<file path="config.mk">
export PLATFORM = sky130hd
export DESIGN_NAME = fetch_pc_unit
export DESIGN_NICKNAME = d
export VERILOG_FILES = /design/src/rtl/rv32i_types.sv /design/src/rtl/fetch_queue.sv /design/src/rtl/fetch_pc_unit.sv
export SDC_FILE = /design/constraint.sdc
export NUM_CORES = 1
export LEC_CHECK = 0
export BUFFER_PORTS_ARGS = -buffer_cell sky130_fd_sc_hd__buf_2
export CAP_MARGIN = 15
export CORE_ASPECT_RATIO = 0.7
export CORE_MARGIN = 4
export CORE_UTILIZATION = 50
export CTS_CLUSTER_DIAMETER = 120
export DETAILED_ROUTE_END_ITERATION = 16
export GPL_ROUTABILITY_DRIVEN = 0
export PLACE_DENSITY = 0.86
export RECOVER_POWER = 50
export REMOVE_ABC_BUFFERS = 1
export SLEW_MARGIN = 20
export SYNTH_ARGS = -nofsm -noshare
export SYNTH_HDL_FRONTEND = slang
export SYNTH_SLANG_ARGS = --single-unit
</file>
<file path="constraint.sdc">
create_clock -name clk -period 2.7 [get_ports clk]
set_input_delay 0.135 -clock clk [delete_from_list [all_inputs] [get_ports clk]]
set_output_delay 0.135 -clock clk [all_outputs]
set_load 0.01 [all_outputs]
</file>
<file path="src/rtl/rv32i_types.sv">
// Shared RV32I pipeline types: opcodes, fetch FSM states and fetch-queue entries.
package rv32i_types;

  // Conditional-branch major opcode.
  localparam logic [6:0] op_br = 7'b1100011;

  // Fetch controller states.
  typedef enum logic [1:0] {
    REQ     = 2'd0,
    IDLE    = 2'd1,
    DISCARD = 2'd2
  } fetch_state_t;

  // One buffered fetch result handed to decode.
  typedef struct packed {
    logic [31:0] pc;
    logic [31:0] instr;
    logic        pred_taken;
  } fq_entry_t;

endpackage

</file>
<file path="src/rtl/fetch_queue.sv">
// Small power-of-two FIFO between fetch and decode, with a single-cycle flush.
// The occupancy count runs 0..DEPTH so full and empty are distinct.
module fetch_queue
  import rv32i_types::*;
#(
  parameter int DEPTH = 4,
  localparam int AW = $clog2(DEPTH),
  localparam int CW = AW + 1
) (
  input  logic          clk,
  input  logic          rst,
  input  logic          push,
  input  fq_entry_t     push_data,
  input  logic          pop,
  input  logic          flush,
  output logic [CW-1:0] count,
  output fq_entry_t     head_data
);

  fq_entry_t     mem_q [DEPTH];
  logic [AW-1:0] head_q, head_d;
  logic [AW-1:0] tail_q, tail_d;
  logic [CW-1:0] count_q, count_d;
  logic          push_ok;
  logic          pop_ok;

  // Flush dominates: a flushing cycle neither stores nor retires an entry.
  assign push_ok = push & ~flush;
  assign pop_ok  = pop & ~flush;

  // Next pointer and occupancy values; pointers wrap naturally at DEPTH.
  always_comb begin
    head_d  = head_q;
    tail_d  = tail_q;
    count_d = count_q;
    if (flush) begin
      head_d  = '0;
      tail_d  = '0;
      count_d = '0;
    end else begin
      if (push_ok) tail_d = tail_q + AW'(1);
      if (pop_ok)  head_d = head_q + AW'(1);
      count_d = count_q + CW'(push_ok) - CW'(pop_ok);
    end
  end

  // Pointer and count registers.
  always_ff @(posedge clk) begin
    if (rst) begin
      head_q  <= '0;
      tail_q  <= '0;
      count_q <= '0;
    end else begin
      head_q  <= head_d;
      tail_q  <= tail_d;
      count_q <= count_d;
    end
  end

  // Entry storage; contents are meaningless while the slot is not counted.
  always_ff @(posedge clk) begin
    if (push_ok) mem_q[tail_q] <= push_data;
  end

  assign count     = count_q;
  assign head_data = mem_q[head_q];

endmodule

</file>
<file path="src/rtl/fetch_pc_unit.sv">
// Fetch-stage front end: owns the fetch PC, keeps at most one instruction
// memory request outstanding, consults the predictor on each returned word and
// buffers results for decode. Execute redirects flush the queue; a response
// still in flight when a redirect arrives is waited out and thrown away.
//
// Handshake: imem_read is held with a stable imem_addr until the one-cycle
// imem_resp strobe; decode takes the queue head in any cycle where fq_valid
// and fq_ready are both high and no redirect is present.
module fetch_pc_unit
  import rv32i_types::*;
#(
  parameter logic [31:0] RESET_PC = 32'h6000_0000,
  parameter int          FQ_DEPTH = 4
) (
  input  logic        clk,
  input  logic        rst,
  output logic        imem_read,
  output logic [31:0] imem_addr,
  input  logic [31:0] imem_rdata,
  input  logic        imem_resp,
  output logic        fetch_valid,
  output logic [31:0] fetch_pc,
  output logic [31:0] fetch_instr,
  input  logic        pred_taken,
  input  logic [31:0] pred_target,
  input  logic        redirect,
  input  logic [31:0] redirect_pc,
  output logic        fq_valid,
  output logic [31:0] fq_pc,
  output logic [31:0] fq_instr,
  output logic        fq_pred_taken,
  input  logic        fq_ready
);

  localparam int CW = $clog2(FQ_DEPTH) + 1;

  fetch_state_t  state_q, state_d;
  logic [31:0]   pc_q, pc_d;
  logic [31:0]   pend_pc_q, pend_pc_d;
  logic [CW-1:0] fq_count;
  fq_entry_t     push_entry;
  fq_entry_t     head_entry;
  logic          push;
  logic          pop;
  logic [CW:0]   occ_after_push;
  logic [CW:0]   occ_after_pop;

  assign imem_read   = ((state_q == REQ) || (state_q == DISCARD)) && !rst;
  assign imem_addr   = pc_q;
  assign fetch_valid = (state_q == REQ) && imem_resp && !redirect;
  assign fetch_pc    = pc_q;
  assign fetch_instr = imem_rdata;

  assign fq_valid = (fq_count != '0);
  assign pop      = fq_valid && fq_ready && !redirect;
  assign push     = fetch_valid;

  // Only conditional branches carry a taken prediction into decode.
  assign push_entry = '{pc:         pc_q,
                        instr:      imem_rdata,
                        pred_taken: pred_taken && (imem_rdata[6:0] == op_br)};

  // Occupancy seen by the next cycle, used to decide whether a new request fits.
  assign occ_after_push = {1'b0, fq_count} + (CW+1)'(1) - (CW+1)'(pop);
  assign occ_after_pop  = {1'b0, fq_count} - (CW+1)'(pop);

  // Next-state, PC and pending-redirect selection.
  always_comb begin
    state_d   = state_q;
    pc_d      = pc_q;
    pend_pc_d = pend_pc_q;
    case (state_q)
      REQ: begin
        if (imem_resp && redirect) begin
          pc_d    = redirect_pc;
          state_d = REQ;
        end else if (imem_resp) begin
          pc_d    = pred_target;
          state_d = (occ_after_push < (CW+1)'(FQ_DEPTH)) ? REQ : IDLE;
        end else if (redirect) begin
          pend_pc_d = redirect_pc;
          state_d   = DISCARD;
        end
      end
      IDLE: begin
        if (redirect) begin
          pc_d    = redirect_pc;
          state_d = REQ;
        end else if (occ_after_pop < (CW+1)'(FQ_DEPTH)) begin
          state_d = REQ;
        end
      end
      DISCARD: begin
        if (imem_resp) begin
          pc_d    = redirect ? redirect_pc : pend_pc_q;
          state_d = REQ;
        end else if (redirect) begin
          pend_pc_d = redirect_pc;
        end
      end
      default: begin
        state_d = REQ;
      end
    endcase
  end

  // FSM and PC registers.
  always_ff @(posedge clk) begin
    if (rst) begin
      state_q   <= REQ;
      pc_q      <= RESET_PC;
      pend_pc_q <= '0;
    end else begin
      state_q   <= state_d;
      pc_q      <= pc_d;
      pend_pc_q <= pend_pc_d;
    end
  end

  fetch_queue #(
    .DEPTH(FQ_DEPTH)
  ) u_fetch_queue (
    .clk      (clk),
    .rst      (rst),
    .push     (push),
    .push_data(push_entry),
    .pop      (pop),
    .flush    (redirect),
    .count    (fq_count),
    .head_data(head_entry)
  );

  assign fq_pc         = head_entry.pc;
  assign fq_instr      = head_entry.instr;
  assign fq_pred_taken = head_entry.pred_taken;

endmodule
</file>
==> impl_metrics.csv <==
group,metric,value,unit
floorplanning,initial_utilization,0.508,
logic_synthesis,synth.top_cell.area_share,0.551,
cells_and_area,syn_to_final_growth,20.9,%
logic_synthesis,async_reset_ff_frac,0,
grt,grt_pass1_wl,50900,µm
pwr,vdd_drop_max,0.000506,V
logic_synthesis,ys_types,47,
floorplanning,dieWidth,209,µm
route,vias_per_cell,5.68,
status,status,"finished clean",
cts,ctsResizeCount,0,
route,num_vias,8900,
floorplanning,ios,266,
timing,slew_headroom,0.260,
timing,setup_viol,0,
logic_synthesis,yosys-top-cells-count,"edfxtp_1, buf_4, dfxtp_1, nand2_1",
logic_synthesis,yosysMostFrequentCell,"edfxtp_1",
grt,gr-total-overflow,0,
cts,h-tree-depth,1,
logic_synthesis,synth_area,0.0142,mm²
critical_path,startpoint_type,"register",
logic_synthesis,ys_warn_count,0,
logic_synthesis,syn_avg_cell_area,15.4,µm²
timing,hold_viol,0,
critical_path,worstSetupEndpointType,"register",
placement,io_buffer_count,265,
critical_path,critical_path_class,"register to register",
worst_hold_path,hp-class,"primary input to register",
floorplanning,die_h,149,µm
cts,clk_pin_slew,0.07,ns
logic_synthesis,ys_ff_latch,335,
route,routed_wl,33500,µm
logic_synthesis,synth_top_cell_by_area,"edfxtp_1",
cells_and_area,drive_above_1_share,0.272,
route,wl_per_cell,21.4,µm
logic_synthesis,synth_cells,923,
critical_path,cp_max_fo,33,
logic_synthesis,synth_edf_count,260,
timing,finalCritPeriodShare,0.886,
cts,clockBufferDepth,3,
cts,cts-root-buf,"clkbuf_16",
floorplanning,row_count,51,
cells_and_area,final_cells,1567,
critical_path,cp.arrival,2.86,ns
floorplanning,core_area,0.0279,mm²
placement,hpwlAfterDp,21200,µm
flow_run,cap_viol_max_count,0,
cts,post_cts_buffers,0,
cts,numCtsBuffers,31,
timing,timing.fmax,0.418,GHz
route,ant_nets,0,
critical_path,r2r_cells,6,
cells_and_area,final_util,0.614,
logic_synthesis,synth_area_leaders,"edfxtp_1, dfxtp_1, mux4_2",
route,drtIter0Drc,734,
grt,grt_pass1_vias,8742,
cts,hold_buffers,83,
cts,cts_tree,"done",
grt,track_usage,0.208,
logic_synthesis,synth-main-ff-cell,"edfxtp_1",
pwr,power.leakage,5.97,nW
grt,antenna_found_initial,1,
cells_and_area,nNetsFinal,1285,
timing,drv_slew,0,
route,dr.pass1.iters,5,
cts,clock-sinks,335,
timing,tightest_slew,1.11,ns
timing,min_period,2.39,ns
pwr,p_per_area,701,mW/mm²
logic_synthesis,synth_seq_area_share,0.657,
timing,fin_skew,0.0109,ns
worst_hold_path,whs_path_depth,4,
critical_path,worstPathRequired,3.17,ns
floorplanning,dieArea,0.0311,mm²
route,drc,0,
cts,worst_skew_pair.late_latency,0.55,ns
cells_and_area,diodes,0,
placement,dp.cells,1427,
timing,rsz0062_at_grt,"no",
grt,grt_max_degree,42,
critical path, cell delays in order, from the launching register on:
cell	delay, ns
dfxtp_1	0.36
inv_1	0.07
ha_1	1.02
buf_4	0.35
nand2_1	0.09
o22a_1	0.22
a32oi_1	0.18
metrics by stage:
stage	TNS [ns]	power (mW)	instance area [µm²]	hold WS [ns]	worst slack, ns
after floorplan	-86.07	6.43	13200	0.204	-0.889
after global placement	0	6.96	15300	0.363	0.569
after detailed placement	0	7.00	15300	0.371	0.462
after CTS	0	12.1	17300	0.000471	0.332
after global routing	0	12.4	17100	0.0140	0.156
final	0	12.0	17100	0.0307	0.308
state kept, by name, indices dropped and copies added (netlist names), named ones only:
| signal | flops |
|---|---|
| state_q | 2 |
| u_fetch_queue.tail_q | 2 |
| pend_pc_q | 32 |
| u_fetch_queue.head_q | 2 |
| u_fetch_queue.count | 3 |
| u_fetch_queue.mem_q | 260 |
| fetch_pc | 32 |
report_power, final:
part	switching, mW	internal (mW)
Sequential	0.143	5.74
Combinational	0.598	0.462
Clock	1.89	3.18
Total	2.63	9.38
cells by family (layout without fill, tap and decap cells):
kind of cell | Yosys count | in the layout | share of synthesized area
xor gates and xnor gates | 4 | 4 | 0.00247
adders and majority gates | 11 | 11 | 0.0102
AOI/OAI and AO/OA | 165 | 165 | 0.0790
DFF | 335 | 335 | 0.657
buffers and inverters | 171 | 444 | 0.0737
and+or+nand+nor | 138 | 138 | 0.0477
muxes | 99 | 99 | 0.130
layer usage:
| layer | part of all wire | vias to the layer above | wire length (µm) | track usage |
|---|---|---|---|---|
| li1 | - | 3969 | - | - |
| met1 | 0.41 | 4449 | 13700 | 0.299 |
| met2 | 0.48 | 436 | 16200 | 0.343 |
| met3 | 0.090 | 44 | 3010 | 0.0391 |
| met4 | 0.015 | 2 | 509 | 0.0359 |
| met5 | 0.00039 | - | 13 | 0 |
area by class of cell:
class | count | area [µm²]
Fill cell | 2102 | 10800
Sequential cell | 335 | 9320
Multi-Input combinational cell | 417 | 3850
Timing Repair Buffer | 374 | 2250
Clock buffer | 33 | 793
Tap cell | 371 | 464
Clock inverter | 24 | 410
Inverter | 13 | 48.8
layout by cell type (no fill, tap or decap), drive strengths merged, types with 35 or more instances in the layout:
cell and n:
dlygate4sd3 83, dfxtp 75, nand2 71, edfxtp 260
buf 161, clkbuf 163, and3 35, a21oi 65
mux4 65
path summary, 6_finish.rpt:
| path | startpoint | to | slack (ns) |
|---|---|---|---|
| worst max-delay path | state_q[1] | fetch_pc[29] | 0.31 |
| worst max register to register | state_q[1] | fetch_pc[29] | 0.31 |
| worst min register to register | pend_pc_q[13] | pend_pc_q[13] | 0.45 |
| worst min-delay path | pred_target[25] | fetch_pc[25] | 0.03 |
Power figures use the tool's default switching activity.
